**config.mk**
```make
export PLATFORM = sky130hd
export DESIGN_NAME = ex_stage
export DESIGN_NICKNAME = d
export VERILOG_FILES = /design/src/rtl/alu_pkg.sv /design/src/rtl/alu_core.sv /design/src/rtl/ex_stage.sv
export SDC_FILE = /design/constraint.sdc
export NUM_CORES = 1
export LEC_CHECK = 0
export BUFFER_PORTS_ARGS = -buffer_cell sky130_fd_sc_hd__buf_2
export CORE_AREA = 4 4 176 178
export DETAILED_ROUTE_END_ITERATION = 7
export DIE_AREA = 0 0 180 182
export PLACE_DENSITY = 0.63
export SYNTH_ARGS = -nofsm -noshare
export SYNTH_HDL_FRONTEND = slang
export SYNTH_SLANG_ARGS = --single-unit
```
**constraint.sdc**
```tcl
create_clock -name clk -period 4.81 [get_ports clk]
set_input_delay 0.962 -clock clk [delete_from_list [all_inputs] [get_ports clk]]
set_output_delay 0.962 -clock clk [all_outputs]
set_load 0.01 [all_outputs]
```
**src/rtl/alu_pkg.sv**
```systemverilog
// alu_pkg: ALU operation codes and default datapath widths shared by the execute stage
package alu_pkg;
    localparam logic [3:0] ALU_AND = 4'd0;
    localparam logic [3:0] ALU_OR  = 4'd1;
    localparam logic [3:0] ALU_ADD = 4'd2;
    localparam logic [3:0] ALU_SUB = 4'd6;
    localparam logic [3:0] ALU_SLT = 4'd7;
    localparam logic [3:0] ALU_NOR = 4'd12;
    localparam logic [3:0] ALU_BAD = 4'd15;
    localparam int ALU_DW = 32;
    localparam int ALU_RW = 5;
    localparam int EX_FLAG_W = 4;
    function automatic int ex_bundle_w(input int dw, input int rw);
        return dw + rw + EX_FLAG_W;
    endfunction
endpackage

```
**src/rtl/alu_core.sv**
```systemverilog
// alu_core: combinational ALU (a, b, code, unsigned_num -> result, zero, ovf, illegal); ovf reported only with ALU_OVF_TRAP_EN
module alu_core
    import alu_pkg::*;
#(
    parameter int DW = ALU_DW
) (
    input  logic [DW-1:0] a,
    input  logic [DW-1:0] b,
    input  logic [3:0]    code,
    input  logic          unsigned_num,
    output logic [DW-1:0] result,
    output logic          zero,
    output logic          ovf,
    output logic          illegal
);
    logic [DW-1:0] sum, diff;
    logic          lt;
    assign sum  = a + b;
    assign diff = a - b;
    assign lt   = unsigned_num ? (a < b) : ($signed(a) < $signed(b));
    always_comb begin
        illegal = 1'b0;
        result  = '0;
        case (code)
            ALU_AND: result = a & b;
            ALU_OR:  result = a | b;
            ALU_ADD: result = sum;
            ALU_SUB: result = diff;
            ALU_SLT: result = {{(DW-1){1'b0}}, lt};
            ALU_NOR: result = ~(a | b);
            default: illegal = 1'b1;
        endcase
    end
    assign zero = result == '0;
`ifdef ALU_OVF_TRAP_EN
    assign ovf = !unsigned_num &&
                 ((code == ALU_ADD && a[DW-1] == b[DW-1] && sum[DW-1] != a[DW-1]) ||
                  (code == ALU_SUB && a[DW-1] != b[DW-1] && diff[DW-1] != a[DW-1]));
`else
    assign ovf = 1'b0;
`endif
endmodule

```
**src/rtl/ex_stage.sv**
```systemverilog
// ex_stage: execute stage with 2-entry skid output register, valid/ready handshake, jr redirect and flush
// Ports: clk/rst_n (sync active-low), flush; in_valid/in_ready with alu_control, unsigned_num,
// jmp_reg, src_a, src_b, wr_reg, reg_write; out_valid/out_ready with out_result, out_wr_reg,
// out_reg_write, out_zero, out_ovf, out_illegal; redirect_valid/redirect_pc.
// Optional ALU_OVF_TRAP_EN: overflow suppresses the register write and is reported on out_ovf.
module ex_stage
    import alu_pkg::*;
#(
    parameter int DW = ALU_DW,
    parameter int RW = ALU_RW
) (
    input  logic          clk,
    input  logic          rst_n,
    input  logic          flush,
    input  logic          in_valid,
    output logic          in_ready,
    input  logic [3:0]    alu_control,
    input  logic          unsigned_num,
    input  logic          jmp_reg,
    input  logic [DW-1:0] src_a,
    input  logic [DW-1:0] src_b,
    input  logic [RW-1:0] wr_reg,
    input  logic          reg_write,
    output logic          out_valid,
    input  logic          out_ready,
    output logic [DW-1:0] out_result,
    output logic [RW-1:0] out_wr_reg,
    output logic          out_reg_write,
    output logic          out_zero,
    output logic          out_ovf,
    output logic          out_illegal,
    output logic          redirect_valid,
    output logic [DW-1:0] redirect_pc
);
    typedef struct packed {
        logic [DW-1:0] result;
        logic [RW-1:0] wr_reg;
        logic          reg_write;
        logic          zero;
        logic          ovf;
        logic          illegal;
    } ex_t;
    ex_t           new_op, main_q, main_d, skid_q, skid_d;
    logic          main_v_q, main_v_d, skid_v_q, skid_v_d, redir_v_q, redir_v_d;
    logic [DW-1:0] redir_pc_q, redir_pc_d, res;
    logic          zero, ovf, illegal, accept;
    alu_core #(.DW(DW)) u_alu (
        .a(src_a), .b(src_b), .code(alu_control), .unsigned_num(unsigned_num),
        .result(res), .zero(zero), .ovf(ovf), .illegal(illegal)
    );
    assign in_ready = !skid_v_q;
    assign accept   = in_valid && in_ready && !flush;
    assign new_op   = '{result: res, wr_reg: wr_reg, zero: zero, ovf: ovf, illegal: illegal,
                        reg_write: reg_write && !jmp_reg && !illegal && !ovf};
    always_comb begin
        main_v_d   = main_v_q;
        main_d     = main_q;
        skid_v_d   = skid_v_q;
        skid_d     = skid_q;
        // skid advances into main on transfer; an accept lands in whichever entry is then free
        if (main_v_q && out_ready) begin
            main_v_d = skid_v_q;
            main_d   = skid_q;
            skid_v_d = 1'b0;
        end
        if (accept && !main_v_d) begin
            main_v_d = 1'b1;
            main_d   = new_op;
        end else if (accept) begin
            skid_v_d = 1'b1;
            skid_d   = new_op;
        end
        main_v_d   = main_v_d && !flush;
        skid_v_d   = skid_v_d && !flush;
        redir_v_d  = accept && jmp_reg;
        redir_pc_d = redir_v_d ? src_a : redir_pc_q;
    end
    always_ff @(posedge clk) begin
        if (!rst_n) begin
            main_v_q   <= 1'b0;
            skid_v_q   <= 1'b0;
            main_q     <= '0;
            skid_q     <= '0;
            redir_v_q  <= 1'b0;
            redir_pc_q <= '0;
        end else begin
            main_v_q   <= main_v_d;
            skid_v_q   <= skid_v_d;
            main_q     <= main_d;
            skid_q     <= skid_d;
            redir_v_q  <= redir_v_d;
            redir_pc_q <= redir_pc_d;
        end
    end
    assign out_valid      = main_v_q;
    assign out_result     = main_q.result;
    assign out_wr_reg     = main_q.wr_reg;
    assign out_reg_write  = main_q.reg_write;
    assign out_zero       = main_q.zero;
    assign out_ovf        = main_q.ovf;
    assign out_illegal    = main_q.illegal;
    assign redirect_valid = redir_v_q;
    assign redirect_pc    = redir_pc_q;
endmodule

```
## Word-level counts from Yosys, hierarchy flattened

Cells that the tools add are included.

| storage, ports and cells | value |
|---|---|
| bits in registers | 115 |
| bits in latches | 0 |
| RAM bits | 0 |
| ROM bits | 0 |
| input port bits | 81 |
| output and inout bits | 76 |
| logic and storage cells | 55 |
| memories kept | 0 |

| operators by class | value |
|---|---|
| $add $sub $neg | 2 |
| multipliers | 0 |
| div/mod/pow operators | 0 |
| magnitude comparators | 2 |
| eq/ne operators | 5 |
| shift-type cells | 0 |
| muxes and demuxes | 10 |
| bitwise operators | 4 |
| reductions and logical operators | 18 |

Operators by type and width:

| kind | count |
|---|---|
| case mux 32 bit (6 select lines) | 1 |
| two-way mux 41 bit | 2 |
| less-than comparator 32 bit | 2 |
| adder 32 bit | 1 |
| AND 32 bit | 1 |
| zero test 32 bit | 1 |
| NOT 32 bit | 1 |
| bitwise OR 32 bit | 1 |
| subtractor 32 bit | 1 |
| logical AND 1 bit | 9 |
| == test 4 x 3 -> 1 bit, second input constant | 2 |
| two-way mux 1 bit | 7 |
| OR reduction 6 bit | 1 |
| == test 4 x 1 -> 1 bit, second input constant | 1 |
| == test 4 x 2 -> 1 bit, second input constant | 1 |
| == test 4 bit, second input constant | 1 |
| zero test 1 bit | 4 |
| zero test 4 bit | 1 |
| AND reduction 2 bit | 1 |
| nonzero test 2 bit | 1 |
| NOT 1 bit | 1 |

## Logic depth before layout (Yosys ltp)

Gate-level depths: netlist of the first run.

| depth | value |
|---|---|
| depth after elaboration | 6 |
| depth in mapped cells | 14 |
| mapped depth without buffers | 14 |

## By module

A second synthesis of the first run with hierarchy kept.

| unflattened totals | value |
|---|---|
| cell total of the unflattened synthesis | 1479 |
| area total of the unflattened synthesis | 11307.1 um2 |

Modules (own cells, without submodules):

| module | instances | cells each | area an instance (um2) | sequential area each (um2) |
|---|---|---|---|---|
| alu_core | 1 | 896 | 6099.6 | 0.0 |
| ex_stage | 1 | 583 | 5207.5 | 2342.2 |

## Worst setup path before layout of the first run

OpenSTA, ideal clock, no wires.

| path | value |
|---|---|
| path type | input to register |
| start | input src_a[0] |
| end | register main_q, in the netlist out_zero |
| setup time | 87 ps |
| arrival | 3949 ps |
| data required time | 4723 ps |
| slack | 774 ps |
| stages on the path | 14 |
| buffers on the path | 0 |
| cells stage by stage | ha_1 > inv_1 > fa_1 > nand2b_2 > a2111oi_4 > or3_1 > a31oi_1 > and3_1 > or4_4 > a2111oi_4 > nand4_1 > nor4_2 > nand4_1 > o31ai_1 |

| between the ends | value |
|---|---|
| longest elaborated chain between the ends | 5 |
| elaborated cells between the ends (all ways) | 11 |
| classes of those cells | 2 x add/sub; 2 x order compare; 3 x mux; 3 x bitwise; 1 x reduce/logical |

Ends and longest elaborated chain:

| what | line | RTL |
|---|---|---|
| start, declared | ex_stage.sv:20 | `input logic [DW-1:0] src_a,` |
| less-than comparator 32 bit or bitwise OR 32 bit (tied branches) | alu_core.sv:20, alu_core.sv:26, alu_core.sv:30 |  |
| two-way mux 1 bit or NOT 32 bit (tied branches) | alu_core.sv:20, alu_core.sv:30 |  |
| case mux 32 bit (6 select lines) * | alu_core.sv:24 | `case (code)` |
| zero test 32 bit * | alu_core.sv:34 | `assign zero = result == '0;` |
| two-way mux 41 bit * | ex_stage.sv:66 | `if (accept && !main_v_d) begin` |
| end signal, assigned | ex_stage.sv:89 | `main_q <= main_d;` |
| end, declared | ex_stage.sv:43 | `ex_t new_op, main_q, main_d, skid_q, skid_d;` |

Every way passes the cells marked *; elsewhere a longest branch is shown, timed or not.
A chain may end at the register's enable or synchronous reset.

## Worst setup path in the final report of the first run

| path | value |
|---|---|
| start | input src_a[0] |
| end | register skid_q[2] (netlist name) |

| between the ends | value |
|---|---|
| longest elaborated chain between the ends | 4 |
| elaborated cells between the ends (all ways) | 10 |
| classes of those cells | 2 x add/sub; 2 x order compare; 2 x mux; 3 x bitwise; 1 x reduce/logical |

Ends and longest elaborated chain:

| what | line | RTL |
|---|---|---|
| less-than comparator 32 bit or bitwise OR 32 bit (tied branches) | alu_core.sv:20, alu_core.sv:26, alu_core.sv:30 |  |
| two-way mux 1 bit or NOT 32 bit (tied branches) | alu_core.sv:20, alu_core.sv:30 |  |
| case mux 32 bit (6 select lines) * | alu_core.sv:24 |  |
| zero test 32 bit * | alu_core.sv:34 |  |
| end signal, assigned | ex_stage.sv:90 | `skid_q <= skid_d;` |
| end, declared | ex_stage.sv:43 |  |

Marked as above.

==> impl_metrics.csv, run 1 <==
group,metric,value,unit
run_status,status,"completed",
detailed_routing,antenna_left,0,
die,die_h,182,microns
detailed_routing,drc_errors,0,
timing,min_period,4.22,ns
place,dpl_cell_area,11300,sq um
power,netSwitchingFraction,34.5,%
finish,regMostFlops,"skid_q",
clocking,holdBufCountCts,0,
critical_path,cp.arrival,4.55,ns
timing,slew_headroom,21.2,%
critical_path,crit_type,"in2reg",
clocking,cts_buffer_depth,2,
die,start_util,34.7,%
critical_path,end_kind,"register",
clocking,clock_insertion_delay_worst_skew,0.44,ns
detailed_routing,first_iter_violations,912,
clocking,clkSlewWorstSetupHoldPaths,0.06,ns
finish,largest_reg_flops,40,
yosys,async_reset_ff_share,0,%
place,dpl.hpwl,28.5,mm
yosys,synth_top_flop_cell,"dfxtp_1",
clocking,cts_tree,"done",
yosys,syn_inst,1392,
power,powerDensity,277,nW/um^2
timing,fin_crit_sh,87.7,%
die,io_pins,157,
timing,setup_viol,0,
finish,syn_to_final_growth,17.3,%
power,switchingPower,1.14,mW
power,p_leak,5.12,nW
clocking,cts_buffers,17,
global_routing,grt_pass1_wl,59.2,mm
global_routing,antenna_found_initial,0,
global_routing,grt_overflow,0,
yosys,synth.top_cell.area_share,22.6,%
critical_path,critPathLaunchType,"primary input",
finish,nNetsFinal,1687,
finish,final_area,12000,sq um
timing,timing.fmax,0.237,GHz
critical_path,crit_fanout,5,
yosys,ys_warn_count,0,
clocking,cts-resized-gates,0,
yosys,synthTopCellsByArea,"dfxtp_1 (23%), ha_1 (12%), nand2_1 (7.6%), a21oi_1 (7.1%), nor2_1 (5.6%)",
timing,slew_violations,0,
timing,rsz0062_at_grt,"false",
timing,finClkSkew,0.0122,ns
detailed_routing,dr.pass1.iters,5,
timing,tns,0,ns
power,pwr-share-seq,29.8,%
power,power.internal,2.17,mW
yosys,ys_ff_latch,115,
detailed_routing,via_count,11000,
die,dieWidth,180,microns
yosys,synth.avg_cell_area,7.32,sq um
place,io_buffers,155,
global_routing,grt_pass1_vias,10400,
finish,n_antenna_cell,0,
min_path,hold_class,"reg2reg",
power,power_frac_clock,42.2,%
finish,drive_above_1_share,18.4,%
detailed_routing,via_per_inst,5.75,
die,core,29400,sq um
clocking,h-tree-depth,4,
finish,seq_area,2300,sq um
timing,worst_pin_slew,1.18,ns
finish,multi_input_area,7060,sq um
power,p_comb_share,27.9,%
yosys,ys_seq_area_share,22.6,%
yosys,syn-num-nets,1571,
global_routing,grt_max_degree,66,
global_routing,track_usage,22.4,%
clocking,cts_sinks,115,
yosys,yosysTopAreaCell,"dfxtp_1",
clocking,cts_root_buffer,"clkbuf_16",
critical_path,required,5.14,ns
flow_run,maxCapViolations,0,
power,max-vdd-ir-drop,0.000190,V
finish,n_fill_cell,3081,
place,gp_congestion,0.966,
detailed_routing,wirelength,37.8,mm
die,die_area,32800,sq um
detailed_routing,post_drt_wl_per_cell,19.8,microns
clocking,cts_setup_buffers,0,
yosys,syn-cell-area,10200,sq um
yosys,synth_edf_count,0,
yosys,synth_cell_types,100,
die,num_rows,63,
timing,hold_violations,0,
-- cells in the final DEF, fill, tap and decap left out, types with 25 or more instances in the layout --
master	count
buf_4	39
dfxtp_1	115
a211oi_1	28
inv_1	92
nand2_1	205
ha_1	96
nor2_1	152
a21oi_1	145
o21ai_0	31
buf_2	155
nor3_1	30
o22a_1	25
a22oi_1	30
-- final timing paths --
kind	startpoint	endpoint	slack, ns	cells after the start
setup / recovery	src_a[0]	skid_q[2]	0.59	15
setup reg to reg	skid_v_q	out_result[11]	2.66	8
hold / removal	redirect_pc[27]	redirect_pc[27]	0.45	2
hold reg to reg	redirect_pc[27]	redirect_pc[27]	0.45	2
-- worst max-delay path, cell delays in order --
cell and delay [ns]:
buf_2 0.10, inv_1 0.06, ha_1 0.22, fa_1 0.41
o21bai_1 0.23, nand3_1 0.29, a2111oi_4 0.46, nor4_2 0.13
o21ai_1 0.20, mux2_2 0.35, a221oi_1 0.47, nand2_1 0.10
nor4_1 0.19, nand4_1 0.15, o31ai_1 0.23
-- final cells by class --
type                       count  share of cell area (%)
multi-input combinational   1083                    59.1
sequential                   115                    19.3
timing repair buffer         196                    9.28
tap                          390                    4.08
clock buffer                  17                    3.56
inverter                      95                    2.99
clock inverter                15                    1.72
-- cells by family (layout without fill, tap and decap cells) --
group	Yosys count	count (layout)	share of synthesized area, %
AND/OR/NAND/NOR	498	498	22.3
AO/OA/AOI/OAI	455	455	31.4
buffers and inverters	194	323	8.53
flip-flops	115	115	22.6
adder cells (fa/ha/maj)	98	98	12.2
multiplexers	24	24	2.38
XOR/XNOR	7	7	0.602
other	1	1	0.0368
-- synthesized netlist by cell type, types with 6 or more instances --
master	n
a221oi_1	7
a21o_1	14
clkbuf_8	8
nand2b_1	6
clkbuf_1	68
nor4_1	14
and3_1	6
nor2b_1	7
a221o_1	8
buf_1	7
o22ai_1	22
a22oi_1	30
dfxtp_1	115
nor3_1	31
o22a_1	25
a311oi_1	12
nand2_1	205
nor2_1	153
o31ai_1	15
nand3_1	14
a211oi_1	28
inv_1	93
ha_1	96
nand4_1	12
buf_2	8
o21bai_1	7
o221ai_1	12
o21a_1	6
o21ai_0	31
mux2i_1	22
o211ai_1	15
a31oi_1	16
a21oi_1	145
-- power groups by stage --
| stage | registers (mW) | clock network (mW) | logic, mW |
|---|---|---|---|
| finish | 0.989 | 1.40 | 0.925 |
| floorplan | 1.02 | 0 | 0.593 |
| CTS | 0.989 | 1.42 | 0.909 |
| detailed placement | 1.01 | 0 | 0.904 |
| global placement | 1.01 | 0 | 0.902 |
| global route | 0.991 | 1.47 | 1.01 |
-- metrics by stage --
stage / instances / hold WS, ns / power [mW] / setup WS (ns) / utilization, %
global route: 1911 / 0.471 / 3.47 / 0.0863 / 40.6
CTS: 1911 / 0.452 / 3.32 / 0.603 / 40.6
detailed placement: 1879 / 0.443 / 1.91 / 0.179 / 38.5
finish: 1911 / 0.451 / 3.31 / 0.593 / 40.6
global placement: 1879 / 0.439 / 1.91 / 0.245 / 38.5
floorplan: 1392 / 0.437 / 1.61 / 0.774 / -
-- per-layer routing --
layer | share of wire (%) | vias up | wire length (microns) | GRT usage, %
met5 | 0 | - | 0 | 0
met4 | 2.5 | 0 | 964 | 6.80
met3 | 8.3 | 60 | 3130 | 5.27
met2 | 44 | 492 | 16600 | 34.5
met1 | 45 | 5194 | 17100 | 31.2
li1 | - | 5245 | - | -
No activity file was read; power rests on OpenSTA's default activity.
==> run 2, diff against run 1 <==
--- a/config.mk
+++ b/config.mk
@@ -7,6 +7,7 @@
 export LEC_CHECK = 0
 export BUFFER_PORTS_ARGS = -buffer_cell sky130_fd_sc_hd__buf_2
 export CORE_AREA = 4 4 176 178
+export CTS_CLUSTER_DIAMETER = 60
 export DETAILED_ROUTE_END_ITERATION = 7
 export DIE_AREA = 0 0 180 182
 export PLACE_DENSITY = 0.63
==> constraint.sdc (replaced) <==
create_clock -name clk -period 4.2 [get_ports clk]
set_input_delay 0.84 -clock clk [delete_from_list [all_inputs] [get_ports clk]]
set_output_delay 0.84 -clock clk [all_outputs]
set_load 0.01 [all_outputs]
==> run 2 against run 1 <==
  * Routed wire length increased by 3.7%
  * Clock skew is 0.0056 ns lower
  * Combinational power is 33% higher
  * Critical endpoint unchanged
  * Register-to-register slack worse by 0.47 ns
==> impl_metrics.csv, run 2 (synthesized netlist as in run 1, its figures left out) <==
group,metric,value,unit
critical_path,crit_fanout,4,
timing,tns,0,ns
detailed_routing,wirelength,39.2,mm
min_path,hold_class,"reg2reg",
min_path,hold_end,"redirect_pc[28]",
clocking,clock_insertion_delay_worst_skew,0.43,ns
finish,layout_common_cells,"nand2_1 (205), buf_4 (175), buf_2 (155)",
timing,setup_viol,0,
timing,min_period,3.94,ns
place,dpl_cell_area,12300,sq um
clocking,cts_buffer_depth,2,
finish,largest_reg_flops,40,
die,die_h,182,microns
clocking,cts_buffers,17,
clocking,h-tree-depth,4,
timing,worst_pin_slew,1.11,ns
power,max-vdd-ir-drop,0.000256,V
die,dieWidth,180,microns
die,start_util,34.7,%
finish,syn_to_final_growth,26.7,%
global_routing,grt_pass1_wl,61.9,mm
global_routing,grt_max_degree,59,
critical_path,reg2reg_to,"out_result[1]",
finish,instances_no_fill,2045,
finish,n_fill_cell,3011,
global_routing,track_usage,23.4,%
die,die_area,32800,sq um
clocking,clkSlewWorstSetupHoldPaths,0.06,ns
finish,final_common_cell,"nand2_1",
detailed_routing,drc_errors,0,
place,dpl.hpwl,30.1,mm
detailed_routing,dr.pass1.iters,6,
flow_run,maxCapViolations,0,
timing,fin_crit_sh,93.9,%
critical_path,required,4.54,ns
detailed_routing,post_drt_wl_per_cell,19.2,microns
finish,drive_above_1_share,25.0,%
timing,hold_violations,0,
critical_path,end_kind,"register",
timing,rsz0062_at_grt,"false",
clocking,cts_root_buffer,"clkbuf_16",
timing,timing.fmax,0.254,GHz
timing,slew_violations,0,
clocking,cts_tree,"done",
place,gp_congestion,0.955,
critical_path,cp.arrival,4.28,ns
detailed_routing,antenna_left,0,
run_status,status,"completed",
min_path,hp-start,"redirect_pc[28]",
critical_path,reg2regPathDepth,5,
finish,n_antenna_cell,0,
detailed_routing,via_per_inst,5.55,
critical_path,crit_type,"in2reg",
detailed_routing,first_iter_violations,949,
place,io_buffers,155,
die,io_pins,157,
power,powerDensity,297,nW/um^2
critical_path,critPathLaunchType,"primary input",
clocking,cts-resized-gates,0,
clocking,cts_setup_buffers,0,
min_path,holdPathStages,2,
finish,final_area,12900,sq um
finish,nNetsFinal,1822,
global_routing,antenna_found_initial,0,
timing,slew_headroom,25.9,%
power,p_total,3.83,mW
clocking,holdBufCountCts,0,
detailed_routing,via_count,11400,
die,num_rows,63,
timing,finClkSkew,0.00660,ns
global_routing,grt_pass1_vias,11100,
clocking,cts_sinks,115,
critical_path,reg2reg_slack,2.19,ns
finish,regMostFlops,"skid_q",
critical_path,r2r_start,"out_valid",
power,p_leak,5.76,nW
die,core,29400,sq um
place,dp.cells,2014,
global_routing,grt_overflow,0,
==> run 2: stage by stage <==
| step | utilization, % | hold slack, ns | setup slack (ns) |
|---|---|---|---|
| 3_3_place_gp | 41.9 | 0.440 | -0.132 |
| 4_1_cts | 43.9 | 0.450 | 0.182 |
| 5_1_grt | 43.9 | 0.470 | 0.0143 |
| 6_report | 43.9 | 0.451 | 0.258 |
| 2_1_floorplan | - | 0.437 | 0.286 |
| 3_5_place_dp | 41.9 | 0.443 | -0.261 |
==> run 2: area by class of cell <==
type                            count  area [sq um]  share of cell area, %
Clock inverter                      9           104                  0.805
Inverter                           95           358                   2.77
Timing Repair Buffer              331          2110                   16.3
Sequential cell                   115          2300                   17.8
Clock buffer                       22           484                   3.75
Tap cell                          390           488                   3.78
Multi-Input combinational cell   1083          7060                   54.7
==> run 2: power by group <==
part	leakage (nW)	internal [mW]	switching [mW]
clock network	0.288	0.928	0.539
registers	0.932	1.12	0.0140
logic	4.54	0.501	0.728
==> run 2: layer usage <==
| layer | share of wire (%) | routed length [microns] | track usage [%] | vias to the layer above |
|---|---|---|---|---|
| met2 | 44 | 17300 | 36.6 | 473 |
| met3 | 6.9 | 2700 | 4.29 | 56 |
| met4 | 2.5 | 994 | 7.41 | 0 |
| met5 | 0 | 0 | 0 | - |
| met1 | 47 | 18300 | 32.7 | 5293 |
| li1 | - | - | - | 5532 |
==> run 2: worst max-delay path by stage <==
stage | from | to | slack, ns | cells after the start
final | src_a[0] | skid_q[2] | 0.26 | 16
after global placement | src_a[1] | skid_q[2] | -0.13 | 15
after floorplan | src_a[0] | out_zero | 0.29 | 14
after global routing | src_a[0] | skid_q[2] | 0.01 | 15
after detailed placement | src_a[0] | skid_q[2] | -0.26 | 16
after CTS | src_a[0] | skid_q[2] | 0.18 | 16
==> run 2: worst max-delay path: stages <==
cell	delay [ns]
buf_2	0.11
ha_1	0.17
inv_1	0.07
fa_1	0.38
nand2b_2	0.22
a2111oi_4	0.37
buf_4	0.17
nor3_1	0.09
o31ai_1	0.28
o21ai_0	0.17
mux2_2	0.29
a221oi_1	0.36
nand2_1	0.13
nor4_1	0.21
nand4_1	0.18
o31ai_1	0.24
==> run 3, diff against run 2 <==
--- a/config.mk
+++ b/config.mk
@@ -6,11 +6,11 @@
 export NUM_CORES = 1
 export LEC_CHECK = 0
 export BUFFER_PORTS_ARGS = -buffer_cell sky130_fd_sc_hd__buf_2
-export CORE_AREA = 4 4 176 178
+export CORE_AREA = 4 4 207 209
 export CTS_CLUSTER_DIAMETER = 60
 export DETAILED_ROUTE_END_ITERATION = 7
-export DIE_AREA = 0 0 180 182
-export PLACE_DENSITY = 0.63
+export DIE_AREA = 0 0 211 213
+export PLACE_DENSITY = 0.51
 export SYNTH_ARGS = -nofsm -noshare
 export SYNTH_HDL_FRONTEND = slang
 export SYNTH_SLANG_ARGS = --single-unit
==> run 3 against run 2 <==
  * Cell count grew 7.3%
  * Via count shrank 0.36%
  * Final area grew 2.0%
  * Critical path depth shrank 1
  * Clock power is essentially flat
  * Core utilization shrank 12 points
  * First-iteration DRC count shrank 8.0%
  * Sequential cell count is the same
  * Combinational power is essentially flat
  * Critical endpoint is now out_zero
  * Largest cell class unchanged
  * Critical path type unchanged
  * Non-clock buffer count grew 8
  * Worst setup slack gained 0.017 ns
  * Global-route usage shrank 5.5 points
==> impl_metrics.csv, run 3 (synthesized netlist as in run 1, its figures left out) <==
group,metric,value,unit
power,power.internal,2.58,mW
critical_path,r2r_start,"skid_v_q",
critical_path,crit_fanout,3,
clocking,cts_root_buffer,"clkbuf_16",
critical_path,crit_type,"in2reg",
die,start_util,25.0,%
global_routing,track_usage,17.9,%
global_routing,grt_pass1_vias,10900,
min_path,hp-start,"redirect_pc[26]",
finish,n_fill_cell,4446,
finish,multi_input_area,7080,sq um
timing,finClkSkew,0.0137,ns
finish,regMostFlops,"skid_q",
finish,largest_reg_flops,40,
power,powerDensity,294,nW/um^2
timing,min_period,3.93,ns
finish,seq_area,2300,sq um
power,p_comb_share,32.0,%
detailed_routing,via_count,11300,
timing,setup_slack,0.275,ns
place,gp_congestion,0.908,
power,p_leak,5.80,nW
global_routing,grt_max_degree,59,
finish,drive_above_1_share,25.4,%
timing,slew_headroom,25.2,%
clocking,cts_buffers,17,
global_routing,antenna_found_initial,3,
finish,final_area,13200,sq um
critical_path,end_kind,"register",
flow_run,maxCapViolations,0,
detailed_routing,via_per_inst,5.15,
finish,layout_common_cells,"nand2_1 (205), buf_4 (183), buf_2 (155)",
timing,rsz0062_at_grt,"false",
critical_path,cp.arrival,4.27,ns
critical_path,critPathLaunch,"src_b[0]",
timing,setup_viol,0,
power,power_frac_clock,38.7,%
place,io_buffers,155,
run_status,status,"completed",
power,switchingPower,1.29,mW
timing,hold_violations,0,
clocking,cts_tree,"done",
clocking,cts_buffer_depth,2,
global_routing,grt_pass1_wl,63.6,mm
place,dp_slack,-0.264,ns
clocking,cts_setup_buffers,0,
power,netSwitchingFraction,33.3,%
timing,fin_hold_ws,0.451,ns
place,dpl_cell_area,12500,sq um
detailed_routing,first_iter_violations,873,
clocking,h-tree-depth,4,
critical_path,required,4.55,ns
finish,nNetsFinal,1830,
detailed_routing,antenna_left,0,
detailed_routing,drc_errors,0,
finish,final_common_cell,"nand2_1",
power,max-vdd-ir-drop,0.000201,V
timing,timing.fmax,0.255,GHz
die,die_h,213,microns
detailed_routing,dr.pass1.iters,5,
detailed_routing,post_drt_wl_per_cell,18.8,microns
critical_path,critPathLaunchType,"primary input",
finish,syn_to_final_growth,29.2,%
power,pwr-share-seq,29.3,%
die,num_rows,74,
clocking,clkSlewWorstSetupHoldPaths,0.05,ns
die,die_area,44900,sq um
die,core,40800,sq um
clocking,holdBufCountCts,0,
timing,fin_crit_sh,93.5,%
timing,worst_pin_slew,1.12,ns
global_routing,grt_overflow,0,
place,dpl.hpwl,32.7,mm
min_path,hold_class,"reg2reg",
timing,slew_violations,0,
clocking,clock_insertion_delay_worst_skew,0.45,ns
detailed_routing,wirelength,41.3,mm
clocking,cts_sinks,115,
die,io_pins,157,
die,dieWidth,211,microns
## run 3: repair_timing
item | CTS | global route
endpoints found under the hold margin | 0 | 0
setup endpoints to repair | 0 | 3
resized for setup | 0 | 4
## run 3: final timing paths
check	to	slack [ns]	cells after the start
max reg2reg	redirect_pc[13]	2.00	7
min	redirect_pc[26]	0.45	2
min reg2reg	redirect_pc[26]	0.45	2
max	out_zero	0.27	15
## run 3: critical path, stage by stage
cell and delay [ns]:
buf_2 0.13, ha_1 0.17, inv_1 0.06, fa_1 0.37, nand2b_2 0.22, a2111oi_4 0.37
or3_1 0.15, a31oi_1 0.09, and3_1 0.19, or4_4 0.50, a2111oi_4 0.37, nand4_1 0.17
nor4_2 0.19, nand4_1 0.18, o31ai_1 0.26
## run 3: metrics by stage
step           instances  TNS, ns  power (mW)  util [%]
6_report            2195        0        3.87      32.2
5_1_grt             2194        0        4.07      32.2
4_1_cts             2194        0        3.90      32.2
3_5_place_dp        2164   -0.690        2.37      30.7
3_3_place_gp        2164   -0.385        2.37      30.7
2_1_floorplan       1392        0        1.85         -
## run 3: cell type report
type / count / area share (%)
well taps: 532 / 5.06
clock inverters: 10 / 1.02
repair buffers: 339 / 16.5
clock buffers: 20 / 3.47
diodes: 1 / 0.0190
multi-input cells: 1083 / 53.7
flip-flops and latches: 115 / 17.5
inverters: 95 / 2.72
## run 3: layer usage
| layer | share of wire (%) | vias to the layer above | wire length (microns) | GRT usage (%) |
|---|---|---|---|---|
| met5 | 0.034 | - | 14 | 0 |
| met4 | 1.2 | 4 | 478 | 3.62 |
| met3 | 6.4 | 35 | 2660 | 4.06 |
| met2 | 44 | 364 | 18300 | 27.8 |
| met1 | 48 | 5358 | 19900 | 25.6 |
| li1 | - | 5552 | - | - |
## run 3: power groups by stage
stage | sequential [mW] | clock, mW | combinational [mW]
floorplan | 1.17 | 0 | 0.680
global placement | 1.16 | 0 | 1.21
detailed placement | 1.16 | 0 | 1.22
CTS | 1.13 | 1.54 | 1.22
global route | 1.14 | 1.59 | 1.35
finish | 1.13 | 1.50 | 1.24
